File: src/rtl/tdc_edge_decoder.sv
`default_nettype none
// ============================================================================
// tdc_edge_decoder
// Decodes 16-tap thermometer samples into an edge position and averages
// 2^AVG_LOG2 samples per measurement; TDC_BUBBLE_FIX_EN selects popcount decode.
// Revision: 1.0 - initial release
// ============================================================================
module tdc_edge_decoder #(
  parameter int AVG_LOG2 = 2
) (
  input  logic        CLK,
  input  logic        RST,
  input  logic [15:0] EDGE_IN,
  input  logic        IN_VALID,
  input  logic        START,
  output logic        BUSY,
  output logic [4:0]  POS_OUT,
  output logic        ERR_OUT,
  output logic        OUT_VALID,
  input  logic        OUT_READY
);

  localparam int AW = 5 + AVG_LOG2;
  localparam int CW = AVG_LOG2 + 1;
  localparam logic [CW-1:0] LAST_CNT = CW'((1 << AVG_LOG2) - 1);

  typedef enum logic [1:0] {
    S_IDLE  = 2'd0,
    S_ACCUM = 2'd1,
    S_HOLD  = 2'd2
  } state_t;

  state_t          state_q, state_d;
  logic [AW-1:0]   acc_q, acc_d;
  logic [CW-1:0]   cnt_q, cnt_d;
  logic            err_q, err_d;
  logic [4:0]      pos_out_q, pos_out_d;
  logic            err_out_q, err_out_d;
  logic            out_valid_q, out_valid_d;
  logic            busy_q, busy_d;

  logic [4:0]      w_pos;
  logic            w_bubble;
  logic            w_seen_zero;
  logic [AW-1:0]   w_acc_sum;
  logic            w_err_sum;

  // Single pass over the taps: bubble = any 1 above the lowest 0.
  always_comb begin
    w_bubble    = 1'b0;
    w_seen_zero = 1'b0;
`ifdef TDC_BUBBLE_FIX_EN
    w_pos       = 5'd0;
`else
    w_pos       = 5'd16;
`endif
    for (int i = 0; i < 16; i++) begin
`ifdef TDC_BUBBLE_FIX_EN
      w_pos = w_pos + 5'(EDGE_IN[i]);
`else
      if (!EDGE_IN[i] && !w_seen_zero) w_pos = 5'(i);
`endif
      if (EDGE_IN[i] && w_seen_zero) w_bubble = 1'b1;
      if (!EDGE_IN[i]) w_seen_zero = 1'b1;
    end
  end

  assign w_acc_sum = acc_q + AW'(w_pos);
  assign w_err_sum = err_q | w_bubble;

  always_comb begin
    state_d     = state_q;
    acc_d       = acc_q;
    cnt_d       = cnt_q;
    err_d       = err_q;
    pos_out_d   = pos_out_q;
    err_out_d   = err_out_q;
    out_valid_d = out_valid_q;
    busy_d      = busy_q;
    case (state_q)
      S_IDLE: begin
        if (START) begin
          state_d = S_ACCUM;
          acc_d   = '0;
          cnt_d   = '0;
          err_d   = 1'b0;
          busy_d  = 1'b1;
        end
      end
      S_ACCUM: begin
        if (IN_VALID) begin
          acc_d = w_acc_sum;
          cnt_d = cnt_q + 1'b1;
          err_d = w_err_sum;
          if (cnt_q == LAST_CNT) begin
            state_d     = S_HOLD;
            pos_out_d   = w_acc_sum[AW-1:AVG_LOG2];
            err_out_d   = w_err_sum;
            out_valid_d = 1'b1;
            busy_d      = 1'b0;
          end
        end
      end
      S_HOLD: begin
        if (OUT_READY) begin
          out_valid_d = 1'b0;
          if (START) begin
            state_d = S_ACCUM;
            acc_d   = '0;
            cnt_d   = '0;
            err_d   = 1'b0;
            busy_d  = 1'b1;
          end else begin
            state_d = S_IDLE;
          end
        end
      end
      default: begin
        state_d     = S_IDLE;
        out_valid_d = 1'b0;
        busy_d      = 1'b0;
      end
    endcase
  end

  always_ff @(posedge CLK or negedge RST) begin
    if (!RST) begin
      state_q     <= S_IDLE;
      acc_q       <= '0;
      cnt_q       <= '0;
      err_q       <= 1'b0;
      pos_out_q   <= 5'd0;
      err_out_q   <= 1'b0;
      out_valid_q <= 1'b0;
      busy_q      <= 1'b0;
    end else begin
      state_q     <= state_d;
      acc_q       <= acc_d;
      cnt_q       <= cnt_d;
      err_q       <= err_d;
      pos_out_q   <= pos_out_d;
      err_out_q   <= err_out_d;
      out_valid_q <= out_valid_d;
      busy_q      <= busy_d;
    end
  end

  assign BUSY      = busy_q;
  assign POS_OUT   = pos_out_q;
  assign ERR_OUT   = err_out_q;
  assign OUT_VALID = out_valid_q;

endmodule
`default_nettype wire

File: config.mk
export PLATFORM = sky130hd
export DESIGN_NAME = tdc_edge_decoder
export DESIGN_NICKNAME = d
export VERILOG_FILES = /design/src/rtl/tdc_edge_decoder.sv
export SDC_FILE = /design/constraint.sdc
export NUM_CORES = 1
export LEC_CHECK = 0
export BUFFER_PORTS_ARGS = -buffer_cell sky130_fd_sc_hd__buf_2
export CAP_MARGIN = 0
export CORE_UTILIZATION = 54
export CTS_CLUSTER_SIZE = 8
export DETAILED_ROUTE_END_ITERATION = 12
export GPL_ROUTABILITY_DRIVEN = 1
export PLACE_DENSITY = 0.79
export SLEW_MARGIN = 20
export SYNTH_ARGS = -nofsm -noshare
export SYNTH_HDL_FRONTEND = slang
export SYNTH_SLANG_ARGS = --single-unit
File: constraint.sdc
create_clock -name CLK -period 2.21 [get_ports CLK]
set_input_delay 0.442 -clock CLK [delete_from_list [all_inputs] [get_ports CLK]]
set_output_delay 0.442 -clock CLK [all_outputs]
set_load 0.005 [all_outputs]
**Word level (Yosys, flattened, before mapping)**

Cells that the tools add are included.
Widths: inputs -> output; s select.

- Add/subtract/negate cells: 2
- Multiply operators: 0
- Divide/modulo/power cells: 0
- $lt $le $gt $ge: 0
- Equal/unequal tests: 7
- Shift operators: 0
- Muxes and demuxes: 73
- Bitwise gates (word level): 2
- Reduce and logical (&&, ||, !) cells: 66

Operators by type and width:

| kind | number |
|---|---|
| $mux 5 | 16 |
| $mux 1 | 41 |
| $logic_and 1x1->1 | 30 |
| $logic_not 1->1 | 29 |
| $mux 7 | 3 |
| $pmux 7 s3 | 1 |
| $mux 3 | 3 |
| $pmux 1 s3 | 3 |
| $pmux 3 s3 | 1 |
| $reduce_and 3->1 | 3 |
| $mux 2 | 4 |
| $ne 2x2->1 const B | 4 |
| $reduce_and 4->1 | 2 |
| $add 7x5->7 | 1 |
| $pmux 2 s3 | 1 |
| $add 3x1->3 const B | 1 |
| $eq 3x2->1 const B | 1 |
| $reduce_bool 3->1 | 1 |
| $eq 2x1->1 const B | 1 |
| $eq 2x2->1 const B | 1 |
| $logic_not 2->1 | 1 |
| $not 1->1 | 1 |
| $or 1x1->1 | 1 |

- Register bits after elaboration: 21
- Latch bits: 0
- Bits in writable memories: 0
- ROM bits: 0
- Input bits: 21
- Output and inout port bits: 8
- Logic and storage cells: 158
- Memories: 0

**Logic depth before layout (Yosys ltp)**

- Depth in word-level cells: 21
- Depth in mapped cells: 13
- Gate-level depth less buffers: 13

**Worst setup path after synthesis**

No wires, ideal clock.

- Path type: input-to-reg
- Start: input EDGE_IN[3]
- End: register pos_out_q[4] (netlist: POS_OUT[4])
- Data arrival time: 2.520 ns
- Path slack: -0.438 ns
- Cell stages on the path: 11
- Path buffers: 0
- Cell sequence: nand2_1 -> or3_4 -> o32ai_1 -> ha_1 -> inv_1 -> fa_1 -> nor2b_1 -> o21ai_1 -> a21boi_1 -> mux2i_1 -> nand3_1

- Longest elaborated chain between the ends: 16
- Elaborated cells on any way between the ends: 52
- Those cells by class: add/sub (1); mux (25); reduce/logical (26)

RTL lines:

| element | line | RTL |
|---|---|---|
| start, declared | 13 | `input logic [15:0] EDGE_IN,` |
| $logic_not 1->1 / $mux 1 (equally long branches) | -- |  |
| $logic_and 1x1->1 (tied with other cells) | 61 | `if (!EDGE_IN[i] && !w_seen_zero) w_pos = 5'(i);` |
| $mux 5 (tied with other cells) (11 in a row) | 61 |  |
| $mux 5 / $logic_and 1x1->1 (equally long branches) | 61 |  |
| $mux 5 * | 61 |  |
| $add 7x5->7 * | 68 | `assign w_acc_sum = acc_q + AW'(w_pos);` |
| end signal, assigned | 141 | `pos_out_q <= pos_out_d;` |
| end, declared | 37 | `logic [4:0] pos_out_q, pos_out_d;` |

Mark *: on every way between the ends. The rest lies on a longest branch, timed or not.
A chain may end at the register's enable or synchronous reset.

**Worst setup path after layout**

- Start: input EDGE_IN[7]
- End: register pos_out_q[4] (netlist: POS_OUT[4])

- Longest elaborated chain between the ends: 12
- Elaborated cells on any way between the ends: 36
- Those cells by class: add/sub (1); mux (17); reduce/logical (18)

RTL lines:

| element | line |
|---|---|
| $logic_not 1->1 / $mux 1 (equally long branches) | -- |
| $logic_and 1x1->1 (tied with other cells) | 61 |
| $mux 5 (tied with other cells) (7 in a row) | 61 |
| $mux 5 / $logic_and 1x1->1 (equally long branches) | 61 |
| $mux 5 * | 61 |
| $add 7x5->7 * | 68 |

Marked as above.

==> out/metrics.yaml <==
status: "complete, but fails checks"
violations: "negative setup slack"
tightestPinTransition_ps: 508.6
place_hpwl_um: 2779
start_util_pct: 56.83
clock_power_share_pct: 13.8
setup_tns_ps: -358.9
yosysTopAreaCellShare_pct: 37.67
rsz0062_at_grt: "true"
diodes: 0
hp-class: "input port to async pin"
p_per_area_mw_per_mm2: 683.2
dpl-instance-area_mm2: 0.001785
slew_viol_final: 0
coreArea_mm2: 0.002455
syn_area_mm2: 0.001395
critPathArrivalTime_ps: 2570
leakage_uw: 0.0009222
setup_ws_ps: -165.2
synthTopCellsByCount: "28 x nand2_1, 21 x dfrtp_1, 13 x inv_1"
worst_setup_path_end_kind: "flip-flop"
fin_nets: 254
drtIter0Drc: 33
path_delay_family: "simple AND/OR/NAND/NOR gates"
clkLatencyLatePin_ps: 300
p_int_uw: 825.4
cp.required_ps: 2400
fin_worst_skew_ps: 0.9988
cts_tree: "yes"
fillers: 174
cts-root-buf: "clkbuf_4"
cts.sinks: 21
postLayoutCoreUtil_pct: 79.10
clockBufferDepth: 2
grt_pass1_vias: 1361
gp_congestion: 0.8385
path_buf_inv: 2
ys_seq_area_share_pct: 37.67
yosysWarningCount: 0
max_freq_mhz: 421.0
async_reset_ff_share_pct: 100.0
power_frac_comb_pct: 41.8
cts_hold_buf: 0
die_area_mm2: 0.002791
postRouteAntennaNets: 0
synth_flop_cell: "dfrtp_1"
numCtsBuffers: 3
switching_share_pct: 37.78
syn_area_per_cell_um2: 8.559
via_per_inst: 5.846
netlist_instances: 163
period_share_pct: 107.5
synth_mux_area_share_pct: 0.7175
track_usage_pct: 28.49
portBuffers: 28
htreeDepth: 1
ys_ff_latch: 21
peakVddDrop_mv: 0.8100
syn-num-nets: 193
gr-total-overflow: 0
hold_viol: 0
p_switching_uw: 501.3
crit_path_max_incr_delay_ps: 360
drc: 0
crit_path_start_kind: "input port"
drt-pass1-iter-count: 4
crit_chain: "buf_8, nand4_4, or3_4, o32ai_4, ha_2, inv_2, fa_2, nor2b_2, o21ai_2, a21boi_2, mux2i_1, nand3_1"
setup_viol: 5
yosysMostFrequentCell: "nand2_1"
synth_top_family_by_area: "simple AND/OR/NAND/NOR gates"
area.growth.synth_to_final_pct: 39.19
drt_wl_total_um: 3812
max_slew_margin_pct: 66.01
yosys-top-cells-area: "dfrtp_1 38%, nand2_1 7.5%, ha_1 7.2%"
wl_per_cell_um: 15.07
placement_rows: 18
crit_path_max_fanout: 3
synth_largest_area_cell: "dfrtp_1"
die_h_um: 52.83
synth-xor-area-share_pct: 2.511
drv_cap: 0
synthSimpleGateAreaFrac_pct: 23.14
num_vias: 1479
cp_slowest_cell: "or3_4"
antenna_found_initial: 0
synthAdderAreaFrac_pct: 8.610
synth_edf_count: 0
io_pins: 29
synth_cell_types: 41
synth_compound_area_share_pct: 22.78
criticalPathCategory: "input port to flip-flop"
drive_above_1_share_pct: 35.87
grt_pass1_wl_um: 5602
die_w_um: 52.83
clk_pin_slew_ps: 110
seqPwrFrac_pct: 44.4
final_area_mm2: 0.001942
fin_crit_ps: 2375
grt_max_degree: 22
==> registers in the layout, indices dropped and copies added (netlist names) <==
name       flops
acc_q          7
POS_OUT        5
cnt_q          3
state_q        2
BUSY           1
ERR_OUT        1
OUT_VALID      1
err_q          1
==> layout by cell type, fill, tap and decap left out, types with 2 or more instances in the layout <==
| cell type | Yosys | final |
|---|---|---|
| inv_1 | 13 | 12 |
| a21oi_1 | 10 | 10 |
| o21a_1 | 2 | 2 |
| o21ai_1 | 12 | 12 |
| nor2_1 | 6 | 6 |
| o21ai_0 | 10 | 9 |
| nand2_4 | 0 | 2 |
| buf_2 | 3 | 20 |
| buf_6 | 0 | 6 |
| clkbuf_4 | 0 | 3 |
| a22o_1 | 2 | 2 |
| a31oi_1 | 3 | 3 |
| nand3_1 | 8 | 8 |
| buf_4 | 0 | 31 |
| xnor2_1 | 3 | 2 |
| buf_8 | 0 | 2 |
| nand2_1 | 28 | 25 |
| and2_1 | 2 | 2 |
| dfrtp_1 | 21 | 21 |
| o211ai_1 | 2 | 2 |
| ha_1 | 8 | 7 |
| nor3_1 | 5 | 5 |
==> worst register-to-register path, cell delays in order (launching register included) <==
cell      delay [ps]
dfrtp_1          380
ha_2             200
inv_2             40
fa_2             340
nor2b_2          140
o21ai_2           70
a21boi_2         210
mux2i_1          220
nand3_1           90
==> path summary, 6_finish.rpt <==
check	start	end	slack (ps)	depth (start not counted)
worst max-delay path	EDGE_IN[7]	POS_OUT[4]	-170	12
worst min-delay path	RST	acc_q[4]	70	1
worst max register to register	acc_q[0]	POS_OUT[4]	420	8
worst min register to register	POS_OUT[1]	POS_OUT[1]	490	2
max in group asynchronous	RST	BUSY	1820	1
min in group CLK	OUT_READY	state_q[1]	400	4
==> layer usage <==
layer	vias up	wire length [um]	track usage, %
met3	8	140	2.899
met2	49	2116	55.27
met1	717	1472	30.36
met5	-	0	0
met4	0	83	12.28
li1	705	-	-
==> through the flow <==
step | worst slack, ps | hold WS, ps | power (uW) | instances
after floorplan | -325.4 | 146.4 | 888.4 | 163
after CTS | -195.8 | 81.23 | 1311 | 252
final | -165.2 | 70.83 | 1327 | 253
after global routing | -277.5 | 101.0 | 1423 | 253
after global placement | -500.7 | 411.0 | 1073 | 245
after detailed placement | -600.2 | 417.6 | 1116 | 245
==> kinds of logic after synthesis <==
kind of cell	after synthesis
compound gates	51
simple gates	61
buf+inv	16
mux	1
xor+xnor	4
flops	21
fa+ha+maj	9
==> repair_timing <==
action | CTS | global route
endpoints found under the setup margin | 5 | 6
buffers inserted | 3 | 1
resized for setup | 13 | 9
pin swaps | 8 | 8
==> power groups by stage <==
| stage | logic, uW | clock network, uW | registers, uW |
|---|---|---|---|
| floorplan | 312 | 0 | 576 |
| global placement | 490 | 0 | 583 |
| detailed placement | 521 | 0 | 595 |
| CTS | 537 | 186 | 588 |
| global route | 613 | 205 | 605 |
| finish | 555 | 182 | 590 |
==> area by class of cell <==
| cell class | count | area [um2] | area share [%] |
|---|---|---|---|
| Multi-Input combinational cell | 126 | 873.3 | 44.97 |
| Clock buffer | 4 | 26.28 | 1.353 |
| Timing Repair Buffer | 59 | 430.4 | 22.16 |
| Inverter | 13 | 48.80 | 2.513 |
| Sequential cell | 21 | 525.5 | 27.06 |
| Tap cell | 30 | 37.54 | 1.933 |
(Power assumes the default switching activity.)
